**config.mk**
```make
export PLATFORM = sky130hd
export DESIGN_NAME = muldiv_unit
export DESIGN_NICKNAME = d
export VERILOG_FILES = /design/src/rtl/muldiv_unit.sv
export SDC_FILE = /design/constraint.sdc
export NUM_CORES = 1
export LEC_CHECK = 0
export BUFFER_PORTS_ARGS = -buffer_cell sky130_fd_sc_hd__buf_4
export CAP_MARGIN = 40
export CORE_MARGIN = 2
export CORE_UTILIZATION = 40
export CTS_CLUSTER_SIZE = 16
export DETAILED_ROUTE_END_ITERATION = 16
export HOLD_SLACK_MARGIN = 0.06
export MAX_ROUTING_LAYER = met4
export PLACE_DENSITY = 0.65
export SLEW_MARGIN = 10
export SYNTH_ARGS = -nofsm -noshare
export SYNTH_HDL_FRONTEND = slang
export SYNTH_SLANG_ARGS = --single-unit
export TNS_END_PERCENT = 30
```
**constraint.sdc**
```tcl
create_clock -name clock -period 8.1 [get_ports clock]
set_input_delay 0 -clock clock [delete_from_list [all_inputs] [get_ports clock]]
set_output_delay 0 -clock clock [all_outputs]
set_load 0.01 [all_outputs]
```
**src/rtl/muldiv_unit.sv**
```systemverilog
// Multi-cycle RV32M/RV64M multiply/divide unit: shift-add multiply, restoring divide.
// Optional MULDIV_FAST_MUL_EN: multiplies use one registered full-width multiplier in PREP.
module muldiv_unit #(
    parameter int XLEN = 32
) (
    input  logic            clock,
    input  logic            reset,
    input  logic            flush,
    input  logic            in_valid,
    output logic            in_ready,
    input  logic [2:0]      op,
    input  logic [XLEN-1:0] operand_a,
    input  logic [XLEN-1:0] operand_b,
    output logic            out_valid,
    input  logic            out_ready,
    output logic [XLEN-1:0] result
);
    localparam int CW = $clog2(XLEN + 1);

    localparam logic [2:0] ST_IDLE = 3'd0;
    localparam logic [2:0] ST_PREP = 3'd1;
    localparam logic [2:0] ST_BUSY = 3'd2;
    localparam logic [2:0] ST_FIX  = 3'd3;
    localparam logic [2:0] ST_DONE = 3'd4;

    logic [2:0]        state_reg, state_next;
    logic [2:0]        op_reg, op_next;
    logic [XLEN-1:0]   a_reg, a_next;
    logic [XLEN-1:0]   b_reg, b_next;
    logic [XLEN-1:0]   addend_reg, addend_next;
    logic [2*XLEN-1:0] acc_reg, acc_next;
    logic [CW-1:0]     cnt_reg, cnt_next;
    logic              neg_reg, neg_next;
    logic [XLEN-1:0]   result_reg, result_next;

    // Operand decode (op follows M-extension funct3)
    logic            is_div, a_signed, b_signed, a_neg, b_neg, neg_prep;
    logic            div_by_zero, overflow;
    logic [XLEN-1:0] mag_a, mag_b, special_result;

    assign is_div   = op_reg[2];
    assign a_signed = is_div ? ~op_reg[0] : (op_reg[1] ^ op_reg[0]);
    assign b_signed = is_div ? ~op_reg[0] : (op_reg[1:0] == 2'b01);
    assign a_neg    = a_signed & a_reg[XLEN-1];
    assign b_neg    = b_signed & b_reg[XLEN-1];
    assign mag_a    = a_neg ? -a_reg : a_reg;
    assign mag_b    = b_neg ? -b_reg : b_reg;
    assign neg_prep = (is_div & op_reg[1]) ? a_neg : (a_neg ^ b_neg);

    assign div_by_zero    = is_div && (b_reg == '0);
    assign overflow       = is_div && !op_reg[0] && (a_reg == {1'b1, {(XLEN-1){1'b0}}}) && (b_reg == '1);
    assign special_result = div_by_zero ? (op_reg[1] ? a_reg : '1) : (op_reg[1] ? '0 : a_reg);

    // One iteration step; PREP feeds fresh magnitudes so it performs the first step itself
    logic [2*XLEN-1:0] step_in, step_out;
    logic [XLEN-1:0]   step_add, div_sub;
    logic [XLEN:0]     mul_sum, div_shift;
    logic              div_ge;

    always_comb begin
        if (state_reg == ST_PREP) begin
            step_in  = {{XLEN{1'b0}}, (is_div ? mag_a : mag_b)};
            step_add = is_div ? mag_b : mag_a;
        end else begin
            step_in  = acc_reg;
            step_add = addend_reg;
        end
        mul_sum   = {1'b0, step_in[2*XLEN-1:XLEN]} + (step_in[0] ? {1'b0, step_add} : '0);
        div_shift = {step_in[2*XLEN-1:XLEN], step_in[XLEN-1]};
        div_ge    = div_shift >= {1'b0, step_add};
        div_sub   = div_shift[XLEN-1:0] - step_add;
        if (!is_div)
            step_out = {mul_sum, step_in[XLEN-1:1]};
        else if (div_ge)
            step_out = {div_sub, step_in[XLEN-2:0], 1'b1};
        else
            step_out = {div_shift[XLEN-1:0], step_in[XLEN-2:0], 1'b0};
    end

    // Sign correction and result-half selection
    logic [2*XLEN-1:0] prod_fixed;
    logic [XLEN-1:0]   div_sel, fix_result;

    always_comb begin
        prod_fixed = neg_reg ? -acc_reg : acc_reg;
        div_sel    = op_reg[1] ? acc_reg[2*XLEN-1:XLEN] : acc_reg[XLEN-1:0];
        if (is_div)
            fix_result = neg_reg ? -div_sel : div_sel;
        else if (op_reg[1:0] == 2'b00)
            fix_result = prod_fixed[XLEN-1:0];
        else
            fix_result = prod_fixed[2*XLEN-1:XLEN];
    end

`ifdef MULDIV_FAST_MUL_EN
    // Low 2*XLEN bits of the extended product are exact for every signedness mix
    logic [2*XLEN-1:0] fast_a, fast_b, fast_prod;
    logic [XLEN-1:0]   fast_result;

    assign fast_a      = {{XLEN{a_neg}}, a_reg};
    assign fast_b      = {{XLEN{b_neg}}, b_reg};
    assign fast_prod   = fast_a * fast_b;
    assign fast_result = (op_reg[1:0] == 2'b00) ? fast_prod[XLEN-1:0] : fast_prod[2*XLEN-1:XLEN];
`endif

    always_comb begin
        state_next  = state_reg;
        op_next     = op_reg;
        a_next      = a_reg;
        b_next      = b_reg;
        addend_next = addend_reg;
        acc_next    = acc_reg;
        cnt_next    = cnt_reg;
        neg_next    = neg_reg;
        result_next = result_reg;
        case (state_reg)
            ST_IDLE: begin
                if (in_valid) begin
                    op_next    = op;
                    a_next     = operand_a;
                    b_next     = operand_b;
                    state_next = ST_PREP;
                end
            end
            ST_PREP: begin
                if (div_by_zero || overflow) begin
                    result_next = special_result;
                    state_next  = ST_DONE;
                end
`ifdef MULDIV_FAST_MUL_EN
                else if (!is_div) begin
                    result_next = fast_result;
                    state_next  = ST_DONE;
                end
`endif
                else begin
                    acc_next    = step_out;
                    addend_next = step_add;
                    neg_next    = neg_prep;
                    cnt_next    = CW'(XLEN - 1);
                    state_next  = ST_BUSY;
                end
            end
            ST_BUSY: begin
                acc_next = step_out;
                cnt_next = cnt_reg - CW'(1);
                if (cnt_reg == CW'(1))
                    state_next = ST_FIX;
            end
            ST_FIX: begin
                result_next = fix_result;
                state_next  = ST_DONE;
            end
            ST_DONE: begin
                if (out_ready)
                    state_next = ST_IDLE;
            end
            default: state_next = ST_IDLE;
        endcase
        if (flush)
            state_next = ST_IDLE;
    end

    always_ff @(posedge clock) begin
        if (reset) begin
            state_reg  <= ST_IDLE;
            op_reg     <= '0;
            a_reg      <= '0;
            b_reg      <= '0;
            addend_reg <= '0;
            acc_reg    <= '0;
            cnt_reg    <= '0;
            neg_reg    <= 1'b0;
            result_reg <= '0;
        end else begin
            state_reg  <= state_next;
            op_reg     <= op_next;
            a_reg      <= a_next;
            b_reg      <= b_next;
            addend_reg <= addend_next;
            acc_reg    <= acc_next;
            cnt_reg    <= cnt_next;
            neg_reg    <= neg_next;
            result_reg <= result_next;
        end
    end

    assign in_ready  = (state_reg == ST_IDLE);
    assign out_valid = (state_reg == ST_DONE);
    assign result    = result_reg;

endmodule

```
==> results of run 1 <==
## cell families (layout without fill, tap and decap cells)
kind of cell	count (synthesis)	after routing
flops	205	205
xor+xnor	196	196
compound gates	854	854
buf+inv	250	294
mux	60	60
fa+ha+maj	75	75
simple gates	962	962
## routing by layer
metal	routed length, um	track usage	vias to the layer above
met4	2970	0.111	0
met1	31600	0.416	9709
met2	32800	0.475	1145
met5	0	-	-
li1	-	-	9453
met3	6450	0.0418	169
## Yosys cell counts (10+ instances only)
library cell	n
sky130_fd_sc_hd__o21ai_0	170
sky130_fd_sc_hd__or2_2	11
sky130_fd_sc_hd__nor3_1	97
sky130_fd_sc_hd__buf_1	10
sky130_fd_sc_hd__a311oi_1	20
sky130_fd_sc_hd__a22oi_1	12
sky130_fd_sc_hd__o21a_1	15
sky130_fd_sc_hd__mux2i_1	53
sky130_fd_sc_hd__nand2b_1	22
sky130_fd_sc_hd__xor2_1	88
sky130_fd_sc_hd__a21oi_1	305
sky130_fd_sc_hd__inv_1	38
sky130_fd_sc_hd__nor4_1	20
sky130_fd_sc_hd__nor2_1	330
sky130_fd_sc_hd__nand2_1	282
sky130_fd_sc_hd__o211ai_1	32
sky130_fd_sc_hd__or3_1	13
sky130_fd_sc_hd__and2_1	39
sky130_fd_sc_hd__clkbuf_1	175
sky130_fd_sc_hd__nand3_1	38
sky130_fd_sc_hd__and3_1	15
sky130_fd_sc_hd__nor3b_1	14
sky130_fd_sc_hd__nand4_1	23
sky130_fd_sc_hd__a31oi_1	30
sky130_fd_sc_hd__ha_1	73
sky130_fd_sc_hd__buf_2	20
sky130_fd_sc_hd__dfxtp_1	205
sky130_fd_sc_hd__o31ai_1	35
sky130_fd_sc_hd__nor2b_1	15
sky130_fd_sc_hd__a221oi_1	14
sky130_fd_sc_hd__xnor2_1	108
sky130_fd_sc_hd__a211oi_1	71
sky130_fd_sc_hd__a21o_1	45
sky130_fd_sc_hd__o41ai_1	14
sky130_fd_sc_hd__or4_1	11
## final cells by class
cell class | count | area share
clock inverters | 12 | 0.00903
multi-input cells | 2147 | 0.629
well taps | 600 | 0.0359
clock buffers | 32 | 0.0331
inverters | 39 | 0.00699
flip-flops and latches | 205 | 0.196
repair buffers | 211 | 0.0899
## power breakdown
group | leakage [nW] | switching (mW) | internal (mW)
logic | 5.98 | 0.831 | 0.466
clock network | 0.431 | 0.495 | 0.735
registers | 1.67 | 0.104 | 1.06
## through the flow
stage | cells | total power [mW]
final | 3246 | 3.69
after floorplan | 2602 | 2.02
after CTS | 3246 | 3.65
after global routing | 3246 | 3.84
after global placement | 3121 | 2.38
after detailed placement | 3131 | 2.39
## path summary, 6_finish.rpt
check,from,endpoint,slack [ns],cells after the start
min reg2reg,result[10],result[10],0.46,2
max reg2reg,a_reg[2],acc_reg[33],1.53,18
max,a_reg[2],acc_reg[33],1.53,18
min,flush,state_reg[2],0.22,3
## worst register-to-register path, stage by stage (launching register included)
cell and delay (ns):
sky130_fd_sc_hd__dfxtp_1 0.37, sky130_fd_sc_hd__nor4_1 0.70, sky130_fd_sc_hd__nand4b_1 0.44, sky130_fd_sc_hd__or3b_1 0.50, sky130_fd_sc_hd__o31a_1 0.26, sky130_fd_sc_hd__xor2_1 0.29
sky130_fd_sc_hd__nor2_1 0.08, sky130_fd_sc_hd__a211oi_1 0.50, sky130_fd_sc_hd__a21oi_1 0.14, sky130_fd_sc_hd__ha_1 0.40, sky130_fd_sc_hd__a21o_1 0.19, sky130_fd_sc_hd__a221oi_1 0.32
sky130_fd_sc_hd__o21a_1 0.21, sky130_fd_sc_hd__o2111a_1 0.64, sky130_fd_sc_hd__or2_1 0.52, sky130_fd_sc_hd__buf_4 0.34, sky130_fd_sc_hd__mux2_2 0.36, sky130_fd_sc_hd__a21oi_1 0.14
sky130_fd_sc_hd__nor3_1 0.06
==> impl_metrics.ini, run 1 <==
[status]
outcome = completed

[layout]
multiInputGateArea_mm2 = 0.0132
final_core_util = 0.463
largest_register_ff_count = 64
num_antenna_cells = 0
drive_gt1_frac = 0.0869
n_fill_cell = 4523
layout.cells.most_common = sky130_fd_sc_hd__nor2_1
areaGrowthSynthToFinish_pct = 14.8
register_area_mm2 = 0.00411
finished_cell_area_mm2 = 0.0209
final_cell_mix = 330 x sky130_fd_sc_hd__nor2_1, 305 x sky130_fd_sc_hd__a21oi_1, 281 x sky130_fd_sc_hd__nand2_1, 202 x sky130_fd_sc_hd__dfxtp_1, 168 x sky130_fd_sc_hd__o21ai_0
num-nets-final = 2776

[worst_setup_path]
worstPathCellList = nor4_1, nand4b_1, or3b_1, o31a_1, xor2_1, nor2_1, a211oi_1, a21oi_1, ha_1, a21o_1, a221oi_1, o21a_1, o2111a_1, or2_1, buf_4, mux2_2, a21oi_1, nor3_1
cp.required_ns = 8.54
worst-path-buf-inv = 1
critical_path_arrival_ns = 7.00
setup.worst_path.end_class = flop
criticalPathCategory = reg2reg
timing.critical_path.from_type = flop
cell_family_contributing_the_most_delay_on_the_critical_path = compound AO/OA/AOI/OAI gates
worst_path_most_repeated_cell = sky130_fd_sc_hd__a21oi_1
critical_path.max_fanout = 18
worst_path_largest_cell_delay_ns = 0.70
critical-path-slowest-cell = sky130_fd_sc_hd__nor4_1

[drt]
postRouteWirelength_um = 73800
routed_via_density = 6.31
ant_nets = 0
initialDrtViolationCount = 2462
detailroute.via_count = 20500
routed_wire_length_per_instance_um = 22.7
drt_pre_antenna_iters = 8
detailed_route_drc_error_count = 0

[logic_synthesis]
most_used_dff_post_synth = sky130_fd_sc_hd__dfxtp_1
synth_async_sr_flop_share = 0
synth_sequential_area_ratio = 0.225
yosys-mux-area-fraction = 0.0341
synth_top_family_by_area = compound AO/OA/AOI/OAI gates
synth_adder_area_share = 0.0523
synth.lib_cells_used.distinct = 83
synth_nets = 2749
fraction_of_the_mapped_netlist_area_in_compound_gates = 0.294
flip_flop_and_latch_count_after_synthesis = 205
synthTopCellsByArea = sky130_fd_sc_hd__dfxtp_1 23%, sky130_fd_sc_hd__a21oi_1 8.4%, sky130_fd_sc_hd__nor2_1 6.8%
number_of_flops_mapped_to_enable_cells_by_yosys = 0
synth_largest_area_cell = sky130_fd_sc_hd__dfxtp_1
synth_warnings = 0
synth.top_cell.area_share = 0.225
synthesis.area_mm2 = 0.0182
synthesis.area_per_instance_um2 = 7.00
yosys.area_share.simple = 0.246
synth_xor_xnor_area_share = 0.0942
postSynthCellCount = 2602

[clock_tree]
clkSinkCount = 205
clock_tree_from_tritoncts = built
clkLatencyLatePin_ns = 0.57
clock_transition_at_the_registers_of_the_reported_paths_ns = 0.06
cts_max_path_buffers = 3
cts_inserted_buffers = 25
postCtsHoldBufs = 71
ctsRootBufferMaster = sky130_fd_sc_hd__clkbuf_16
h-tree-depth = 1
post-cts-setup-buffer-count = 0
post_cts.resized_instances = 0

[timing]
timing.hold.ws_ns = 0.218
min_period_ns = 6.57
slew_headroom = 0.387
worst-slew-pin-transition_ns = 0.910
max_freq_ghz = 0.152
layout_worst_path_cycle_share = 0.811
fin_setup_tns_ns = 0
rsz0062_at_grt = no
final.setup_skew_ns = 0.0216
worst_slack_ns = 1.53
final_hold_viol_count = 0
final_max_slew_viol_count = 0
timing.final.setup_violations = 0

[global_routing]
first_global_vias = 18700
groute.usage.overall = 0.310
grt_max_degree = 85
grt_antenna_before_repair = 0
grt_pass1_wl_um = 112000
globalRoute.totalOverflow = 0

[floorplan]
fp.coreArea_mm2 = 0.0452
num_rows = 78
initial_core_util = 0.403
floorplan.io_pins = 106
die_w_um = 217
die_area_mm2 = 0.0473
fp.dieH_um = 217

[placed_design]
portBuffers = 105
place.detailed.hpwl_um = 55100
placedInstanceArea_mm2 = 0.0193
place_worst_setup_slack_ns = 1.77
globalplace.congestion = 1.01

[power]
power.density_cell_area_mw_per_mm2 = 176
vdd_ir_drop_max_mv = 0.199
power_leakage_nw = 8.08

[hold_path]
timing.hold.worst.class = in2reg

[run]
cap_viol_max_count = 0
Power figures use the tool's default switching activity.
==> run 2, diff against run 1 <==
PLACE_DENSITY = 0.67   (was 0.65)
clock period = 5.97 ns   (was 8.1 ns; I/O delays follow)
==> run 2 against run 1 <==
Clock-buffer cell count up 2. Hold slack got worse by 0.033 ns. Combinational power up 41%. Utilization is 0.85 points higher. Non-clock buffer count grew 44. Die area unchanged. Critical path type unchanged.
==> impl_metrics.ini, run 2 (synthesis results as in run 1) <==
[global_routing]
grt_antenna_before_repair = 0
groute.usage.overall = 0.315
first_global_vias = 18900
globalRoute.totalOverflow = 0
grt_pass1_wl_um = 113000
grt_max_degree = 168

[worst_setup_path]
cp.required_ns = 6.46
critical-path-slowest-cell = sky130_fd_sc_hd__or4b_2
worst_path_largest_cell_delay_ns = 0.62
worstPathCellList = inv_1, ha_1, nor2b_1, o21a_1, o41ai_1, xor2_1, mux2i_1, mux2i_1, ha_1, and2_1, a21o_1, or4b_2, a31oi_1, o41a_1, xnor2_1, o21ai_0, a21oi_1, nor3_1
r2r_start = op_reg[0]
critical_path.max_fanout = 11
criticalPathCategory = reg2reg
worst-path-buf-inv = 1
setup.worst_path.end_class = flop
cell_family_contributing_the_most_delay_on_the_critical_path = compound AO/OA/AOI/OAI gates
reg2regPathDepth = 18
ff2ff_setup_slack_ns = 0.18
timing.critical_path.from_type = flop
timing.rr.end = acc_reg[52]
critical_path_arrival_ns = 6.28

[placed_design]
globalplace.congestion = 1.01
place.detailed.hpwl_um = 55000
portBuffers = 105

[timing]
rsz0062_at_grt = no
final.setup_skew_ns = 0.0221
max_freq_ghz = 0.173
timing.final.setup_violations = 0
layout_worst_path_cycle_share = 0.970
final_hold_viol_count = 0
slew_headroom = 0.371
final_max_slew_viol_count = 0
min_period_ns = 5.79
fin_setup_tns_ns = 0
worst-slew-pin-transition_ns = 0.943

[layout]
layout.cells.most_common = sky130_fd_sc_hd__nor2_1
largest_register_ff_count = 64
final_cell_mix = 330 x sky130_fd_sc_hd__nor2_1, 305 x sky130_fd_sc_hd__a21oi_1, 281 x sky130_fd_sc_hd__nand2_1, 202 x sky130_fd_sc_hd__dfxtp_1, 168 x sky130_fd_sc_hd__o21ai_0
drive_gt1_frac = 0.0958
areaGrowthSynthToFinish_pct = 17.0
final_core_util = 0.472
num-nets-final = 2820
num_antenna_cells = 0

[floorplan]
die_w_um = 217
initial_core_util = 0.403
fp.dieH_um = 217
floorplan.io_pins = 106
die_area_mm2 = 0.0473
fp.coreArea_mm2 = 0.0452
num_rows = 78

[clock_tree]
cts_max_path_buffers = 3
clkSinkCount = 205
clkLatencyLatePin_ns = 0.57
cts_inserted_buffers = 25
clock_transition_at_the_registers_of_the_reported_paths_ns = 0.06
ctsRootBufferMaster = sky130_fd_sc_hd__clkbuf_16
h-tree-depth = 1
clock_tree_from_tritoncts = built

[hold_path]
start_point_of_the_worst_min_delay_path = flush
hold_path_depth = 3
timing.hold.worst.class = in2reg
timing.hold.worst_endpoint = state_reg[1]

[drt]
detailroute.via_count = 20400
routed_via_density = 6.21
ant_nets = 0
postRouteWirelength_um = 74500
routed_wire_length_per_instance_um = 22.6
initialDrtViolationCount = 2596
drt_pre_antenna_iters = 9
detailed_route_drc_error_count = 0

[power]
net_switching_power_of_the_design_mw = 1.95
seq_power_share = 0.312
share_clk_of_total_power = 0.326
internal-power_mw = 3.08
vdd_ir_drop_max_mv = 0.259
power.share.combinational = 0.363
swShare = 0.387
power_leakage_nw = 8.32
power.density_cell_area_mw_per_mm2 = 236

[run]
cap_viol_max_count = 0

[status]
outcome = completed
==> run 2: changes by cell type in the layout (fill, tap and decap cells not counted), sizes merged <==
cell	previous run	this run
dlygate4sd3	71	92
clkinv	5	6
buf	140	163
bufinv	4	3
clkbuf	32	34
==> run 2: worst max-delay path by stage <==
stage / to / startpoint / cells after the start / slack (ns)
after floorplan: acc_reg[47] / op_reg[1] / 25 / 0.39
after global placement: acc_reg[52] / b_reg[19] / 18 / 0.35
after detailed placement: acc_reg[52] / b_reg[19] / 18 / 0.28
after CTS: acc_reg[52] / b_reg[19] / 18 / 0.24
after global routing: acc_reg[61] / b_reg[2] / 19 / 0.001
final: acc_reg[52] / op_reg[0] / 18 / 0.18
==> run 2: timing repair <==
action | CTS | global route
buffers inserted | 0 | 1
hold buffers | 92 | 0
resized for setup | 0 | 5
setup endpoints to repair | 0 | 27
endpoints found under the hold margin | 95 | 0
==> run 2: tightest hold or removal path: stages <==
cell and delay [ns]:
sky130_fd_sc_hd__dlygate4sd3_1 0.54, sky130_fd_sc_hd__buf_4 0.12, sky130_fd_sc_hd__nor3_1 0.04
==> run 2: power by group through the flow <==
| stage | clock [mW] | combinational [mW] | sequential, mW |
|---|---|---|---|
| 2_1_floorplan | 0 | 1.23 | 1.51 |
| 3_3_place_gp | 0 | 1.70 | 1.59 |
| 3_5_place_dp | 0 | 1.71 | 1.59 |
| 4_1_cts | 1.65 | 1.77 | 1.56 |
| 5_1_grt | 1.71 | 1.97 | 1.57 |
| 6_report | 1.64 | 1.83 | 1.57 |
==> run 2: area by class of cell <==
class	instances	area, um2
Fill cell	4495	23900
Multi-Input combinational cell	2147	13200
Clock buffer	34	709
Tap cell	600	751
Timing Repair Buffer	255	2240
Clock inverter	12	171
Sequential cell	205	4110
Inverter	39	146
==> run 2: stage by stage <==
step / area (um2) / worst slack (ns) / cells / power (mW) / hold WS [ns]
CTS: 21300 / 0.243 / 3291 / 4.98 / 0.154
detailed placement: 19500 / 0.282 / 3153 / 3.30 / 0.194
finish: 21300 / 0.177 / 3292 / 5.03 / 0.184
global placement: 19400 / 0.352 / 3148 / 3.29 / 0.191
global route: 21300 / 0.00144 / 3292 / 5.25 / 0.214
floorplan: 18200 / 0.390 / 2602 / 2.74 / 0.0767
==> run 2: metal layers <==
metal,track usage,part of all wire
met1,0.421,0.44
met2,0.483,0.44
met3,0.0473,0.080
met4,0.108,0.040
met5,-,0
